### config.mk
export PLATFORM = sky130hd
export DESIGN_NAME = uart_tx_arbiter_flat
export DESIGN_NICKNAME = d
export VERILOG_FILES = /design/src/rtl/uart_tx_arbiter_if.sv /design/src/rtl/uart_tx_arbiter.sv /design/src/flat_wrapper.sv
export SDC_FILE = /design/constraint.sdc
export NUM_CORES = 1
export LEC_CHECK = 0
export ABC_AREA = 1
export BUFFER_PORTS_ARGS = -buffer_cell sky130_fd_sc_hd__buf_2
export CAP_MARGIN = 25
export CORE_MARGIN = 2
export CORE_UTILIZATION = 50
export CTS_BUF_LIST = sky130_fd_sc_hd__clkbuf_2 sky130_fd_sc_hd__clkbuf_4 sky130_fd_sc_hd__clkbuf_8
export CTS_CLUSTER_DIAMETER = 40
export DETAILED_ROUTE_END_ITERATION = 10
export GPL_TIMING_DRIVEN = 0
export PLACE_DENSITY = 0.79
export RECOVER_POWER = 50
export SLEW_MARGIN = 30
export SYNTH_ARGS = -nofsm -noshare
export SYNTH_HDL_FRONTEND = slang
export SYNTH_SLANG_ARGS = --single-unit
### constraint.sdc
create_clock -name clock -period 2.1 [get_ports clock]
set_clock_uncertainty 0.2 [all_clocks]
set_input_delay 0.42 -clock clock [delete_from_list [all_inputs] [get_ports clock]]
set_output_delay 0.42 -clock clock [all_outputs]
set_load 0.05 [all_outputs]
### src/rtl/uart_tx_arbiter_if.sv
`default_nettype none
// ============================================================================
// Module      : uart_tx_arbiter_if
// Description : Requester and UART TX FIFO signal bundle for uart_tx_arbiter.
// Revision    : 1.0 - initial release
// ============================================================================
interface uart_tx_arbiter_if #(
    parameter int NUM_REQ   = 4,
    parameter int DATA_BITS = 8
);
    logic                         enable;
    logic [NUM_REQ-1:0]           req_valid;
    logic [NUM_REQ-1:0]           req_last;
    logic [NUM_REQ*DATA_BITS-1:0] req_data;
    logic [NUM_REQ-1:0]           req_ready;
    logic                         fifo_full;
    logic                         fifo_empty;
    logic                         fifo_wren;
    logic [DATA_BITS-1:0]         fifo_data;
    logic                         start_tx;
    logic [NUM_REQ-1:0]           grant;
    logic                         busy;

    modport master (
        input  enable, req_valid, req_last, req_data, fifo_full, fifo_empty,
        output req_ready, fifo_wren, fifo_data, start_tx, grant, busy
    );

    modport slave (
        output enable, req_valid, req_last, req_data, fifo_full, fifo_empty,
        input  req_ready, fifo_wren, fifo_data, start_tx, grant, busy
    );
endinterface
`default_nettype wire

### src/rtl/uart_tx_arbiter.sv
`default_nettype none
// ============================================================================
// Module      : uart_tx_arbiter
// Description : Round-robin arbiter moving NUM_REQ byte streams into one UART
//               TX FIFO; stall timeout enabled by macro UART_ARB_TIMEOUT_EN.
// Revision    : 1.0 - initial release
// ============================================================================
module uart_tx_arbiter #(
    parameter int NUM_REQ   = 4,
    parameter int DATA_BITS = 8,
    parameter int MAX_BURST = 16,
    parameter int TIMEOUT   = 64
) (
    input  logic              clock,
    input  logic              reset_n,
    uart_tx_arbiter_if.master bus
`ifdef UART_ARB_TIMEOUT_EN
    ,
    output logic              timeout_flag
`endif
);
    localparam int c_IDX_W   = (NUM_REQ > 1) ? $clog2(NUM_REQ) : 1;
    localparam int c_BURST_W = $clog2(MAX_BURST + 1);

    typedef enum logic [1:0] {
        S_IDLE    = 2'd0,
        S_ARB     = 2'd1,
        S_XFER    = 2'd2,
        S_RELEASE = 2'd3
    } state_t;

    state_t               r_state;
    state_t               w_next_state;
    logic [c_IDX_W-1:0]   r_ptr;
    logic [c_IDX_W-1:0]   r_gidx;
    logic [c_IDX_W-1:0]   w_sel_idx;
    logic [c_IDX_W-1:0]   w_cand;
    logic [NUM_REQ-1:0]   r_grant;
    logic [NUM_REQ-1:0]   r_snap;
    logic [NUM_REQ-1:0]   w_req_ready;
    logic [c_BURST_W-1:0] r_burst;
    logic                 r_busy;
    logic                 r_start_tx;
    logic                 w_sel_hit;
    logic                 w_handshake;
    logic                 w_last;
    logic                 w_burst_done;
    logic                 w_timeout_hit;

    generate
        if (NUM_REQ < 2 || NUM_REQ > 8 || MAX_BURST < 1 || MAX_BURST > 255 || TIMEOUT < 1) begin : g_param_check
            $error("uart_tx_arbiter: parameter out of range");
        end
    endgenerate

    // Arbitration works on the request vector captured in IDLE, so an owner
    // whose valid drops during ARB is still granted.
    always_comb begin
        w_sel_hit = 1'b0;
        w_sel_idx = r_ptr;
        w_cand    = '0;
        for (int k = 1; k <= NUM_REQ; k++) begin
            w_cand = c_IDX_W'((int'(r_ptr) + k) % NUM_REQ);
            if (!w_sel_hit && r_snap[w_cand]) begin
                w_sel_hit = 1'b1;
                w_sel_idx = w_cand;
            end
        end
    end

    assign w_req_ready  = (r_state == S_XFER && !bus.fifo_full) ? r_grant : '0;
    assign w_handshake  = |(bus.req_valid & w_req_ready);
    assign w_last       = bus.req_last[r_gidx];
    assign w_burst_done = (r_burst == c_BURST_W'(MAX_BURST - 1));

    assign bus.req_ready = w_req_ready;
    assign bus.fifo_wren = w_handshake;
    assign bus.fifo_data = w_handshake ? bus.req_data[r_gidx*DATA_BITS +: DATA_BITS] : '0;
    assign bus.start_tx  = r_start_tx;
    assign bus.grant     = r_grant;
    assign bus.busy      = r_busy;

`ifdef UART_ARB_TIMEOUT_EN
    localparam int c_TO_W = $clog2(TIMEOUT + 1);

    logic [c_TO_W-1:0] r_idle_cnt;
    logic              r_timeout_flag;

    assign w_timeout_hit = (r_state == S_XFER) && !bus.req_valid[r_gidx] &&
                           (r_idle_cnt == c_TO_W'(TIMEOUT - 1));
    assign timeout_flag  = r_timeout_flag;

    always_ff @(posedge clock or negedge reset_n) begin
        if (!reset_n) begin
            r_idle_cnt     <= '0;
            r_timeout_flag <= 1'b0;
        end else begin
            if (r_state == S_ARB || w_handshake) begin
                r_idle_cnt <= '0;
            end else if (r_state == S_XFER && !bus.req_valid[r_gidx]) begin
                r_idle_cnt <= r_idle_cnt + 1'b1;
            end
            if (w_timeout_hit) begin
                r_timeout_flag <= 1'b1;
            end
        end
    end
`else
    assign w_timeout_hit = 1'b0;
`endif

    always_ff @(posedge clock or negedge reset_n) begin
        if (!reset_n) begin
            r_state <= S_IDLE;
        end else begin
            r_state <= w_next_state;
        end
    end

    always_comb begin
        w_next_state = r_state;
        case (r_state)
            S_IDLE: begin
                if (bus.enable && |bus.req_valid) begin
                    w_next_state = S_ARB;
                end
            end
            S_ARB: begin
                w_next_state = w_sel_hit ? S_XFER : S_IDLE;
            end
            S_XFER: begin
                if ((w_handshake && (w_last || w_burst_done)) || w_timeout_hit) begin
                    w_next_state = S_RELEASE;
                end
            end
            S_RELEASE: begin
                w_next_state = S_IDLE;
            end
            default: begin
                w_next_state = S_IDLE;
            end
        endcase
    end

    always_ff @(posedge clock or negedge reset_n) begin
        if (!reset_n) begin
            r_ptr      <= c_IDX_W'(NUM_REQ - 1);
            r_gidx     <= '0;
            r_grant    <= '0;
            r_snap     <= '0;
            r_burst    <= '0;
            r_busy     <= 1'b0;
            r_start_tx <= 1'b0;
        end else begin
            r_start_tx <= bus.enable & ~bus.fifo_empty;
            case (r_state)
                S_IDLE: begin
                    r_snap <= bus.req_valid;
                end
                S_ARB: begin
                    r_gidx  <= w_sel_idx;
                    r_grant <= w_sel_hit ? (NUM_REQ'(1) << w_sel_idx) : '0;
                    r_busy  <= w_sel_hit;
                    r_burst <= '0;
                end
                S_XFER: begin
                    if (w_handshake) begin
                        r_burst <= r_burst + 1'b1;
                    end
                end
                S_RELEASE: begin
                    // Releasing owner becomes lowest priority for the next round.
                    r_ptr   <= r_gidx;
                    r_grant <= '0;
                    r_busy  <= 1'b0;
                end
                default: begin
                    r_busy <= 1'b0;
                end
            endcase
        end
    end
endmodule
`default_nettype wire
### src/flat_wrapper.sv
// flat-port wrapper written by rule: the top's interface ports become plain ports
module uart_tx_arbiter_flat 
#(
    parameter int NUM_REQ   = 4,
    parameter int DATA_BITS = 8,
    parameter int MAX_BURST = 16,
    parameter int TIMEOUT   = 64
)
  (clock, reset_n, bus_enable, bus_req_valid, bus_req_last, bus_req_data, bus_fifo_full, bus_fifo_empty, bus_req_ready, bus_fifo_wren, bus_fifo_data, bus_start_tx, bus_grant, bus_busy);
  uart_tx_arbiter_if #(.NUM_REQ(NUM_REQ), .DATA_BITS(DATA_BITS)) bus_i ();
  input  logic clock;
  input  logic reset_n;
  input wire logic [$bits(bus_i.enable)-1:0] bus_enable;
  input wire logic [$bits(bus_i.req_valid)-1:0] bus_req_valid;
  input wire logic [$bits(bus_i.req_last)-1:0] bus_req_last;
  input wire logic [$bits(bus_i.req_data)-1:0] bus_req_data;
  input wire logic [$bits(bus_i.fifo_full)-1:0] bus_fifo_full;
  input wire logic [$bits(bus_i.fifo_empty)-1:0] bus_fifo_empty;
  output wire logic [$bits(bus_i.req_ready)-1:0] bus_req_ready;
  output wire logic [$bits(bus_i.fifo_wren)-1:0] bus_fifo_wren;
  output wire logic [$bits(bus_i.fifo_data)-1:0] bus_fifo_data;
  output wire logic [$bits(bus_i.start_tx)-1:0] bus_start_tx;
  output wire logic [$bits(bus_i.grant)-1:0] bus_grant;
  output wire logic [$bits(bus_i.busy)-1:0] bus_busy;
  assign bus_i.enable = bus_enable;
  assign bus_i.req_valid = bus_req_valid;
  assign bus_i.req_last = bus_req_last;
  assign bus_i.req_data = bus_req_data;
  assign bus_i.fifo_full = bus_fifo_full;
  assign bus_i.fifo_empty = bus_fifo_empty;
  assign bus_req_ready = bus_i.req_ready;
  assign bus_fifo_wren = bus_i.fifo_wren;
  assign bus_fifo_data = bus_i.fifo_data;
  assign bus_start_tx = bus_i.start_tx;
  assign bus_grant = bus_i.grant;
  assign bus_busy = bus_i.busy;
  uart_tx_arbiter #(.NUM_REQ(NUM_REQ), .DATA_BITS(DATA_BITS), .MAX_BURST(MAX_BURST), .TIMEOUT(TIMEOUT)) u_core (.clock(clock), .reset_n(reset_n), .bus(bus_i));
endmodule
==> impl_metrics.toml, run 1 <==
[die]
fp.coreArea_sq_um = 3030
initial_utilization_pct = 52.4
die-width_um = 60.3
floorplan.io_pins = 64
die_y_um = 60.3
floorplan.rows = 20
fp.dieArea_sq_um = 3640

[route]
wl_per_cell_um = 11.5
vias_per_cell = 4.93
final_routed_drc_violation_total = 0
drt_first_iter_violations = 73
wirelength_um = 4180
dr.pass1.iters = 4
vias = 1794
final_antenna_net_count = 0

[worst_setup_path]
max_stage_delay_ns = 0.42
crit_path_capture_type = "output pin"
timing_worst_setup_path_type = "register to output pin"
critical_path.slowest_cell = "sky130_fd_sc_hd__dfrtp_1"
critical_path.startpoint_type = "register"
worst_path_dominant_cell_family = "buffers and inverters"
r2r_slack_ns = 0.24
worstPathBufferInverterCount = 4
path_cells = "inv_2, nand2_4, nor2_4, inv_4, nor2_4, nand2_2, nand2_2, nor2_4, buf_12, a21oi_4, buf_6"
cp.arrival_ns = 1.76
worst_path_fanout_max = 6
cp_common_cell = "sky130_fd_sc_hd__nor2_4"
critical_path_required_ns = 1.48

[placement]
post_dp_cell_area_sq_um = 2060
dpl.cell_count = 349
hpwl_um = 3010
gp_routability_congestion = 0.801
buffer_ports.inserted = 63

[synth]
yosys-top-cells-area = "sky130_fd_sc_hd__dfrtp_1 (30%), sky130_fd_sc_hd__nand2_1 (17%), sky130_fd_sc_hd__nor2_1 (10%), sky130_fd_sc_hd__o21ai_0 (7.3%), sky130_fd_sc_hd__nand2_2 (4.3%)"
cell_area_after_synthesis_sq_um = 1590
synthesis.instances = 242
async_reset_ff_share_pct = 100
number_of_enable_type_register_cells_in_the_synthesized_netlist = 0
synth_nets = 289
synth_flop_cell = "sky130_fd_sc_hd__dfrtp_1"
synthesis_warning_total = 0
ys_types = 29
ys_seq_elements = 21
synth_top_cell_by_area = "sky130_fd_sc_hd__dfrtp_1"
ys_seq_area_share_pct = 33.3
synth_largest_type_area_fraction_pct = 30.0
syn-mean-instance-area_sq_um = 6.55

[cts]
clock_pin_slew_of_the_registers_on_the_worst_case_setup_and_hold_paths_ns = 0.11
cts.path.max_buffers = 2
clock_sinks = 21
cts_root_buf = "sky130_fd_sc_hd__clkbuf_4"
tritoncts_clock_tree = "done"
cts_max_level = 1
clkLatencyLatePin_ns = 0.30
number_of_buffers_created_by_cts = 3

[pwr]
p_seq_share_pct = 22.3
power.share.combinational_pct = 70.8
p_switching_uw = 1690
power_leakage_uw = 0.00118
netSwitchingFraction_pct = 55.5
internal_power_uw = 1360
p_per_area_nw_per_um2 = 1330
share_clk_of_total_power_pct = 6.9
irDropWorstVdd_uv = 960

[sta]
setup_viol = 8
maxSlewViolCount = 0
final_number_of_hold_violating_endpoints = 0
fin_hold_ws_ns = 0.0471
final_setup_slack_of_the_worst_path_ns = -0.276
period_share_pct = 113
maximum_achievable_frequency_mhz = 421
fin_crit_ns = 2.38
slew_headroom_pct = 23.6
tns_ns = -2.07
grt_setup_unrepaired = "yes"
worst-slew-pin-transition_ns = 1.15

[worst_hold_path]
hold_class = "input port to register"

[grt]
overflow = 0
antenna_found_initial = 0
first_global_vias = 1686
global_route.usage.total_pct = 24.5
wire_length_of_the_first_global_routing_pass_um = 6780
pin_count_of_the_biggest_net_entering_global_routing = 22

[final_layout]
synthToLayoutAreaGrowth_pct = 44.7
design.final.nets = 368
drive_above_1_share_pct = 39.1
num_antenna_cells = 0
final_design_area_no_fill_sq_um = 2290
utilization_pct = 75.7
fin_cells = 364

[outcome]
failed_checks = "setup timing"
outcome = "complete, but fails checks"

[run]
timing.max_cap.violations = 0
-- cell type report --
class                   count  area [sq um]
repair buffers             75           502
multi-input cells         195          1060
flip-flops and latches     21           529
plain buffers               5          35.0
well taps                  44          55.1
inverters                  20          80.1
fillers                   244           734
clock buffers               4          30.0
-- power by group through the flow --
stage,clock [uW],combinational (uW),sequential (uW)
after CTS,212,2120,675
after floorplan,0,1510,765
after global routing,227,2400,695
after global placement,0,1970,680
final,209,2160,681
after detailed placement,0,1990,682
-- layer usage --
layer / up-vias / global-route usage (%) / part of all wire [%]
li1: 930 / - / -
met1: 810 / 30.4 / 43
met2: 49 / 44.4 / 51
met3: 5 / 2.38 / 4.4
met4: 0 / 7.94 / 1.0
met5: - / 0 / 0
-- cells by family (layout without fill, tap and decap cells) --
group	count (synthesis)	count (layout)	synth area share, %
xor+xnor	2	2	1.11
flops	21	21	33.3
compound gates	38	38	12.9
fa+ha+maj	2	2	1.58
simple gates	153	153	43.6
buf+inv	26	104	7.58
-- timing repair --
action / CTS / global route
endpoints found under the setup margin: 13 / 13
hold buffers: 1 / 0
pin swaps: 2 / 2
resized for setup: 31 / 8
buffers inserted: 9 / 3
hold endpoints to repair: 19 / 0
-- sequential cells by signal (all words and copies together), names as in the netlist, named ones only --
signal,flops
u_core.r_ptr,2
u_core.r_snap,4
u_core.r_gidx,2
u_core.bus.busy,1
u_core.bus.start_tx,1
u_core.r_burst,5
u_core.bus.grant,4
u_core.r_state,1
-- through the flow --
| stage | setup slack [ns] | total power (uW) |
|---|---|---|
| after global routing | -0.351 | 3320 |
| after global placement | -0.113 | 2650 |
| final | -0.276 | 3050 |
| after detailed placement | -0.126 | 2670 |
| after CTS | -0.289 | 3010 |
| after floorplan | -0.230 | 2270 |
-- Yosys cell counts, types with 2 or more instances --
cell	number
sky130_fd_sc_hd__a21oi_1	9
sky130_fd_sc_hd__buf_2	2
sky130_fd_sc_hd__buf_6	2
sky130_fd_sc_hd__clkbuf_1	2
sky130_fd_sc_hd__dfrtp_1	19
sky130_fd_sc_hd__dfstp_2	2
sky130_fd_sc_hd__ha_1	2
sky130_fd_sc_hd__inv_1	14
sky130_fd_sc_hd__inv_2	3
sky130_fd_sc_hd__inv_4	2
sky130_fd_sc_hd__nand2_1	73
sky130_fd_sc_hd__nand2_2	11
sky130_fd_sc_hd__nand2_4	3
sky130_fd_sc_hd__nand3_1	13
sky130_fd_sc_hd__nor2_1	43
sky130_fd_sc_hd__nor2_2	4
sky130_fd_sc_hd__nor2_4	2
sky130_fd_sc_hd__o21ai_0	23
sky130_fd_sc_hd__o21ai_1	2
sky130_fd_sc_hd__o22ai_1	2
-- cells in the final DEF, fill, tap and decap left out, drive strengths merged, types with 2 or more instances in the layout --
cell type,synthesis,final
clkbuf,2,8
dfrtp,19,19
o21ai,25,25
nand3,15,15
ha,2,2
a21oi,9,9
dfstp,2,2
inv,19,19
nand2,87,87
buf,4,75
o22ai,3,3
nor2,49,49
-- path summary, 6_finish.rpt --
check / cells past startpoint / end / startpoint
worst min-delay path: 2 / u_core.bus.start_tx$_DFF_PN0_ / bus_fifo_empty
worst max-delay path: 11 / bus_fifo_data[0] / u_core.r_state[0]$_DFFE_PN0P_
min in group asynchronous: 2 / u_core.r_burst[3]$_DFFE_PN0P_ / reset_n
worst max register to register: 14 / u_core.r_burst[2]$_DFFE_PN0P_ / u_core.r_state[0]$_DFFE_PN0P_
max in group asynchronous: 2 / u_core.bus.grant[2]$_DFFE_PN0P_ / reset_n
worst min register to register: 2 / u_core.bus.busy$_DFFE_PN0P_ / u_core.bus.busy$_DFFE_PN0P_
No activity file was read; power rests on OpenSTA's default activity.
==> run 2, diff against run 1 <==
--- a/config.mk
+++ b/config.mk
@@ -14,6 +14,8 @@
 export CTS_CLUSTER_DIAMETER = 40
 export DETAILED_ROUTE_END_ITERATION = 10
 export GPL_TIMING_DRIVEN = 0
+export HOLD_SLACK_MARGIN = 0.08
+export MAX_ROUTING_LAYER = met4
 export PLACE_DENSITY = 0.79
 export RECOVER_POWER = 50
 export SLEW_MARGIN = 30
==> run 2 against run 1 <==
Compared with the run above:
- the run still ends with setup timing left
- via count increased by 0.45%
- clock-buffer cell count unchanged
- non-clock buffer count increased by 1
- clock power about the same
- sequential power about the same
- critical path depth unchanged
- total power increased by 0.16%
- highest routed layer unchanged
==> impl_metrics.toml, run 2 (synthesized netlist as in run 1, its figures left out) <==
[die]
die_y_um = 60.3
floorplan.rows = 20
floorplan.io_pins = 64
initial_utilization_pct = 52.4
die-width_um = 60.3
fp.dieArea_sq_um = 3640
fp.coreArea_sq_um = 3030

[outcome]
outcome = "complete, but fails checks"
failed_checks = "setup timing"

[cts]
clkLatencyLatePin_ns = 0.31
cts_max_level = 1
cts.path.max_buffers = 2
clock_sinks = 21
cts_root_buf = "sky130_fd_sc_hd__clkbuf_4"
number_of_buffers_created_by_cts = 3
clock_pin_slew_of_the_registers_on_the_worst_case_setup_and_hold_paths_ns = 0.11
tritoncts_clock_tree = "done"

[pwr]
irDropWorstVdd_uv = 963
p_total_uw = 3050
power_leakage_uw = 0.00118
p_switching_uw = 1690
netSwitchingFraction_pct = 55.5
share_clk_of_total_power_pct = 6.9
p_seq_share_pct = 22.3
power.share.combinational_pct = 70.8
internal_power_uw = 1360
p_per_area_nw_per_um2 = 1320

[route]
dr.pass1.iters = 4
drt_first_iter_violations = 75
final_routed_drc_violation_total = 0
wl_per_cell_um = 11.5
vias_per_cell = 4.94
wirelength_um = 4210
vias = 1802
final_antenna_net_count = 0

[grt]
groute.layer.met1.usage_pct = 31.2
wire_length_of_the_first_global_routing_pass_um = 6840
global_route.usage.total_pct = 25.5
first_global_vias = 1676
met3_global_route_usage_pct = 2.16
overflow = 0
grt_busiest_layer = "met2"
grtUsageMet2_pct = 45.0
pin_count_of_the_biggest_net_entering_global_routing = 22
antenna_found_initial = 0

[sta]
worst-slew-pin-transition_ns = 1.15
final_number_of_hold_violating_endpoints = 0
final_setup_slack_of_the_worst_path_ns = -0.270
grt_setup_unrepaired = "yes"
slew_headroom_pct = 23.6
maximum_achievable_frequency_mhz = 422
setup_viol = 9
maxSlewViolCount = 0
fin_crit_ns = 2.37
period_share_pct = 113
fin_hold_ws_ns = 0.134

[worst_setup_path]
cp_common_cell = "sky130_fd_sc_hd__nor2_4"
critical_path_required_ns = 1.48
timing_worst_setup_path_type = "register to output pin"
max_stage_delay_ns = 0.42
critical_path.slowest_cell = "sky130_fd_sc_hd__dfrtp_1"
crit_path_capture_type = "output pin"
worst_path_fanout_max = 6
r2r_slack_ns = 0.24
cp.arrival_ns = 1.75
path_cells = "inv_2, nand2_4, nor2_4, inv_4, nor2_4, nand2_2, nand2_2, nor2_4, buf_12, a21oi_4, buf_6"
critical_path.startpoint_type = "register"

[worst_hold_path]
hold_class = "input port to register"

[placement]
buffer_ports.inserted = 63
hpwl_um = 3010
gp_routability_congestion = 0.813
pre_cts_slack_ns = -0.126

[final_layout]
synthToLayoutAreaGrowth_pct = 45.3
flip_flop_count_of_the_largest_register_all_copies_and_words_added = 5
largest-register = "u_core.r_burst"
layout.cells.most_common_list = "sky130_fd_sc_hd__nand2_1 (72), sky130_fd_sc_hd__buf_2 (50), sky130_fd_sc_hd__nor2_1 (40), sky130_fd_sc_hd__o21ai_0 (21), sky130_fd_sc_hd__dfrtp_1 (18)"
utilization_pct = 76.1
num_antenna_cells = 0
design.final.nets = 369
drive_above_1_share_pct = 38.9
layout_commonest_cell = "sky130_fd_sc_hd__nand2_1"

[run]
timing.max_cap.violations = 0
run 2: final timing paths:
path | from | to | cells past startpoint
max | u_core.r_state[0]$_DFFE_PN0P_ | bus_fifo_data[0] | 11
min reg2reg | u_core.bus.busy$_DFFE_PN0P_ | u_core.bus.busy$_DFFE_PN0P_ | 2
min | bus_enable | u_core.bus.start_tx$_DFF_PN0_ | 3
max reg2reg | u_core.r_state[0]$_DFFE_PN0P_ | u_core.r_burst[2]$_DFFE_PN0P_ | 14
min in group asynchronous | reset_n | u_core.bus.grant[0]$_DFFE_PN0P_ | 2
max in group asynchronous | reset_n | u_core.bus.grant[2]$_DFFE_PN0P_ | 2
run 2: area by class of cell:
type / count / area, sq um
multi-input combinational: 195 / 1060
fill: 243 / 724
sequential: 21 / 529
timing repair buffer: 76 / 512
inverter: 20 / 80.1
tap: 44 / 55.1
buffer: 5 / 35.0
clock buffer: 4 / 30.0
run 2: per-layer routing:
layer | part of all wire [%] | vias to the layer above | wire length (um)
met3 | 3.9 | 5 | 163
met5 | 0 | - | 0
met1 | 44 | 819 | 1850
li1 | - | 931 | -
met4 | 1.0 | 0 | 44
met2 | 51 | 47 | 2150
run 2: what timing repair did:
item | 4_1_cts | 5_1_grt
hold buffers | 2 | 0
pin swaps | 2 | 2
buffers inserted | 9 | 3
resized for setup | 31 | 8
setup endpoints to repair | 13 | 13
hold endpoints to repair | 20 | 0
run 2: worst max-delay path: cells and delay by family (launching register included):
kind	cells	cell delay, ns
compound gates	1	0.11
buf+inv	4	0.45
flops	1	0.42
simple gates	6	0.44
run 2: power groups by stage:
stage          sequential [uW]  combinational (uW)  clock [uW]
6_report                   681                2160         210
5_1_grt                    695                2400         227
4_1_cts                    675                2120         212
3_5_place_dp               682                1990           0
3_3_place_gp               680                1970           0
2_1_floorplan              765                1510           0
run 2: stage by stage:
| step | cell area (sq um) | setup TNS (ns) | instances |
|---|---|---|---|
| floorplan | 1690 | -1.90 | 242 |
| global placement | 2060 | -0.859 | 349 |
| detailed placement | 2060 | -0.951 | 349 |
| CTS | 2270 | -2.22 | 363 |
| global route | 2300 | -2.91 | 365 |
| finish | 2300 | -2.06 | 365 |
==> run 3, diff against run 2 <==
--- a/config.mk
+++ b/config.mk
@@ -7,7 +7,6 @@
 export LEC_CHECK = 0
 export ABC_AREA = 1
 export BUFFER_PORTS_ARGS = -buffer_cell sky130_fd_sc_hd__buf_2
-export CAP_MARGIN = 25
 export CORE_MARGIN = 2
 export CORE_UTILIZATION = 50
 export CTS_BUF_LIST = sky130_fd_sc_hd__clkbuf_2 sky130_fd_sc_hd__clkbuf_4 sky130_fd_sc_hd__clkbuf_8
@@ -18,7 +17,7 @@
 export MAX_ROUTING_LAYER = met4
 export PLACE_DENSITY = 0.79
 export RECOVER_POWER = 50
-export SLEW_MARGIN = 30
+export SLEW_MARGIN = 20
 export SYNTH_ARGS = -nofsm -noshare
 export SYNTH_HDL_FRONTEND = slang
 export SYNTH_SLANG_ARGS = --single-unit
==> constraint.sdc (replaced) <==
create_clock -name clock -period 2.1 [get_ports clock]
set_clock_uncertainty 0.2 [all_clocks]
set_input_delay 0.315 -clock clock [delete_from_list [all_inputs] [get_ports clock]]
set_output_delay 0.315 -clock clock [all_outputs]
set_load 0.05 [all_outputs]
==> run 3 against run 2 <==
Compared with the run above:
- the flow still finishes with violations (setup timing)
- combinational power is essentially flat
- register-to-register slack improved by 0.02 ns
- clock-buffer cell count is the same
- core utilization up 0.083 points
- cell count is 1.1% higher
- wire length rose by 1.4%
- global-route usage up 0.24 points
- largest cell class unchanged
- largest power group unchanged
- highest routed layer unchanged
==> impl_metrics.toml, run 3 (synthesized netlist as in run 1, its figures left out) <==
[sta]
setup_viol = 8
worst-slew-pin-transition_ns = 1.11
fin_crit_ns = 2.30
slew_headroom_pct = 25.8
fin_hold_ws_ns = 0.105
tns_ns = -1.51
final_number_of_hold_violating_endpoints = 0
final_setup_slack_of_the_worst_path_ns = -0.202
period_share_pct = 110
maxSlewViolCount = 0
grt_setup_unrepaired = "yes"
maximum_achievable_frequency_mhz = 434

[final_layout]
design.final.nets = 373
num_antenna_cells = 0
flip_flop_count_of_the_largest_register_all_copies_and_words_added = 5
drive_above_1_share_pct = 36.3
layout.cells.most_common_list = "sky130_fd_sc_hd__nand2_1 (72), sky130_fd_sc_hd__buf_2 (48), sky130_fd_sc_hd__nor2_1 (43), sky130_fd_sc_hd__o21ai_0 (23), sky130_fd_sc_hd__dfrtp_1 (18)"
largest-register = "u_core.r_burst"
synthToLayoutAreaGrowth_pct = 45.5
layout_commonest_cell = "sky130_fd_sc_hd__nand2_1"

[outcome]
outcome = "complete, but fails checks"
failed_checks = "setup timing"

[pwr]
p_switching_uw = 1670
share_clk_of_total_power_pct = 6.9
netSwitchingFraction_pct = 55.4
power_leakage_uw = 0.00119
p_per_area_nw_per_um2 = 1310
internal_power_uw = 1350
p_seq_share_pct = 22.6
power.share.combinational_pct = 70.5
irDropWorstVdd_uv = 961

[route]
wl_per_cell_um = 11.6
final_antenna_net_count = 0
vias = 1818
drt_first_iter_violations = 75
final_routed_drc_violation_total = 0
dr.pass1.iters = 4
vias_per_cell = 4.93
wirelength_um = 4270

[die]
fp.coreArea_sq_um = 3030
floorplan.io_pins = 64
floorplan.rows = 20
die_y_um = 60.3
fp.dieArea_sq_um = 3640
initial_utilization_pct = 52.4
die-width_um = 60.3

[worst_setup_path]
worst_path_fanout_max = 6
crit_path_capture_type = "output pin"
cp_common_cell = "sky130_fd_sc_hd__nor2_4"
path_cells = "inv_2, nand2_4, nor2_4, inv_4, nor2_4, nand2_2, nand2_2, nor2_4, buf_12, a21oi_4, buf_6"
critical_path_required_ns = 1.58
worst-r2r-cell-count = 11
max_stage_delay_ns = 0.42
critical_path.slowest_cell = "sky130_fd_sc_hd__dfrtp_1"
critical_path.startpoint_type = "register"
timing_worst_setup_path_type = "register to output pin"
cp.arrival_ns = 1.79

[placement]
hpwl_um = 3010
pre_cts_slack_ns = -0.0214
gp_routability_congestion = 0.813
buffer_ports.inserted = 63

[cts]
cts.path.max_buffers = 2
cts_max_level = 1
clkLatencyLatePin_ns = 0.30
clock_sinks = 21
cts_root_buf = "sky130_fd_sc_hd__clkbuf_4"
clock_pin_slew_of_the_registers_on_the_worst_case_setup_and_hold_paths_ns = 0.11
number_of_buffers_created_by_cts = 3
tritoncts_clock_tree = "done"

[grt]
first_global_vias = 1682
antenna_found_initial = 0
overflow = 0
wire_length_of_the_first_global_routing_pass_um = 6930
pin_count_of_the_biggest_net_entering_global_routing = 22
global_route.usage.total_pct = 25.8

[run]
timing.max_cap.violations = 0

[worst_hold_path]
hold_path_depth = 3
hold_class = "input port to register"
## run 3: cell types whose count changed in the layout (fill, tap and decap cells not counted), moves of 2 or more
cell	previous run	this run
sky130_fd_sc_hd__dlygate4sd3_1	2	7
sky130_fd_sc_hd__nor2_1	40	43
sky130_fd_sc_hd__nor2_4	6	3
sky130_fd_sc_hd__buf_2	50	48
sky130_fd_sc_hd__buf_6	13	11
sky130_fd_sc_hd__clkbuf_1	2	4
sky130_fd_sc_hd__clkbuf_4	5	7
sky130_fd_sc_hd__o21ai_0	21	23
sky130_fd_sc_hd__o21ai_1	4	2
## run 3: worst max-delay path, delay by kind of cell (launching register included)
family                 cells  cell delay, ns
AND/OR/NAND/NOR            6            0.51
flip-flops                 1            0.42
buffers and inverters      4            0.45
AO/OA/AOI/OAI              1            0.12
## run 3: metal layers
layer / GRT usage [%] / part of all wire (%) / up-vias
met4: 6.67 / 0.56 / 0
met2: 45.3 / 51 / 59
met1: 31.7 / 44 / 819
met3: 2.16 / 4.7 / 4
met5: - / 0 / -
li1: - / - / 936
## run 3: power groups by stage
stage	Combinational, uW	Sequential, uW	Clock (uW)
floorplan	1510	765	0
global placement	1970	680	0
detailed placement	1990	682	0
CTS	2110	675	212
global route	2370	695	227
finish	2130	681	208
## run 3: metrics by stage
step | cell area (sq um) | power [uW] | utilization (%) | cells
3_3_place_gp | 2060 | 2650 | 68.1 | 349
6_report | 2310 | 3010 | 76.2 | 369
2_1_floorplan | 1690 | 2270 | - | 242
5_1_grt | 2310 | 3290 | 76.2 | 369
3_5_place_dp | 2060 | 2670 | 68.1 | 349
4_1_cts | 2280 | 3000 | 75.3 | 367
## run 3: cell type report
class	instances	area [sq um]
Inverter	20	80.1
Timing Repair Buffer	80	537
Sequential cell	21	529
Fill cell	243	722
Multi-Input combinational cell	195	1040
Clock buffer	4	30.0
Buffer	5	35.0
Tap cell	44	55.1
## run 3: final timing paths
check	from	to	slack, ns
worst max-delay path	u_core.r_state[0]$_DFFE_PN0P_	bus_fifo_data[0]	-0.20
worst min-delay path	bus_enable	u_core.r_state[0]$_DFFE_PN0P_	0.11
worst max register to register	u_core.r_ptr[1]$_DFFE_PN1P_	u_core.bus.grant[1]$_DFFE_PN0P_	0.26
worst min register to register	u_core.bus.busy$_DFFE_PN0P_	u_core.bus.busy$_DFFE_PN0P_	0.29
max in group asynchronous	reset_n	u_core.bus.grant[2]$_DFFE_PN0P_	0.43
min in group asynchronous	reset_n	u_core.bus.grant[1]$_DFFE_PN0P_	0.54
## run 3: what timing repair did
item                                   4_1_cts  5_1_grt
cloned                                       0        0
setup endpoints to repair                    9       12
resized for setup                           21        6
buffers inserted                             8        2
hold buffers                                 7        0
pin swaps                                    2        1
endpoints found under the hold margin       24        0
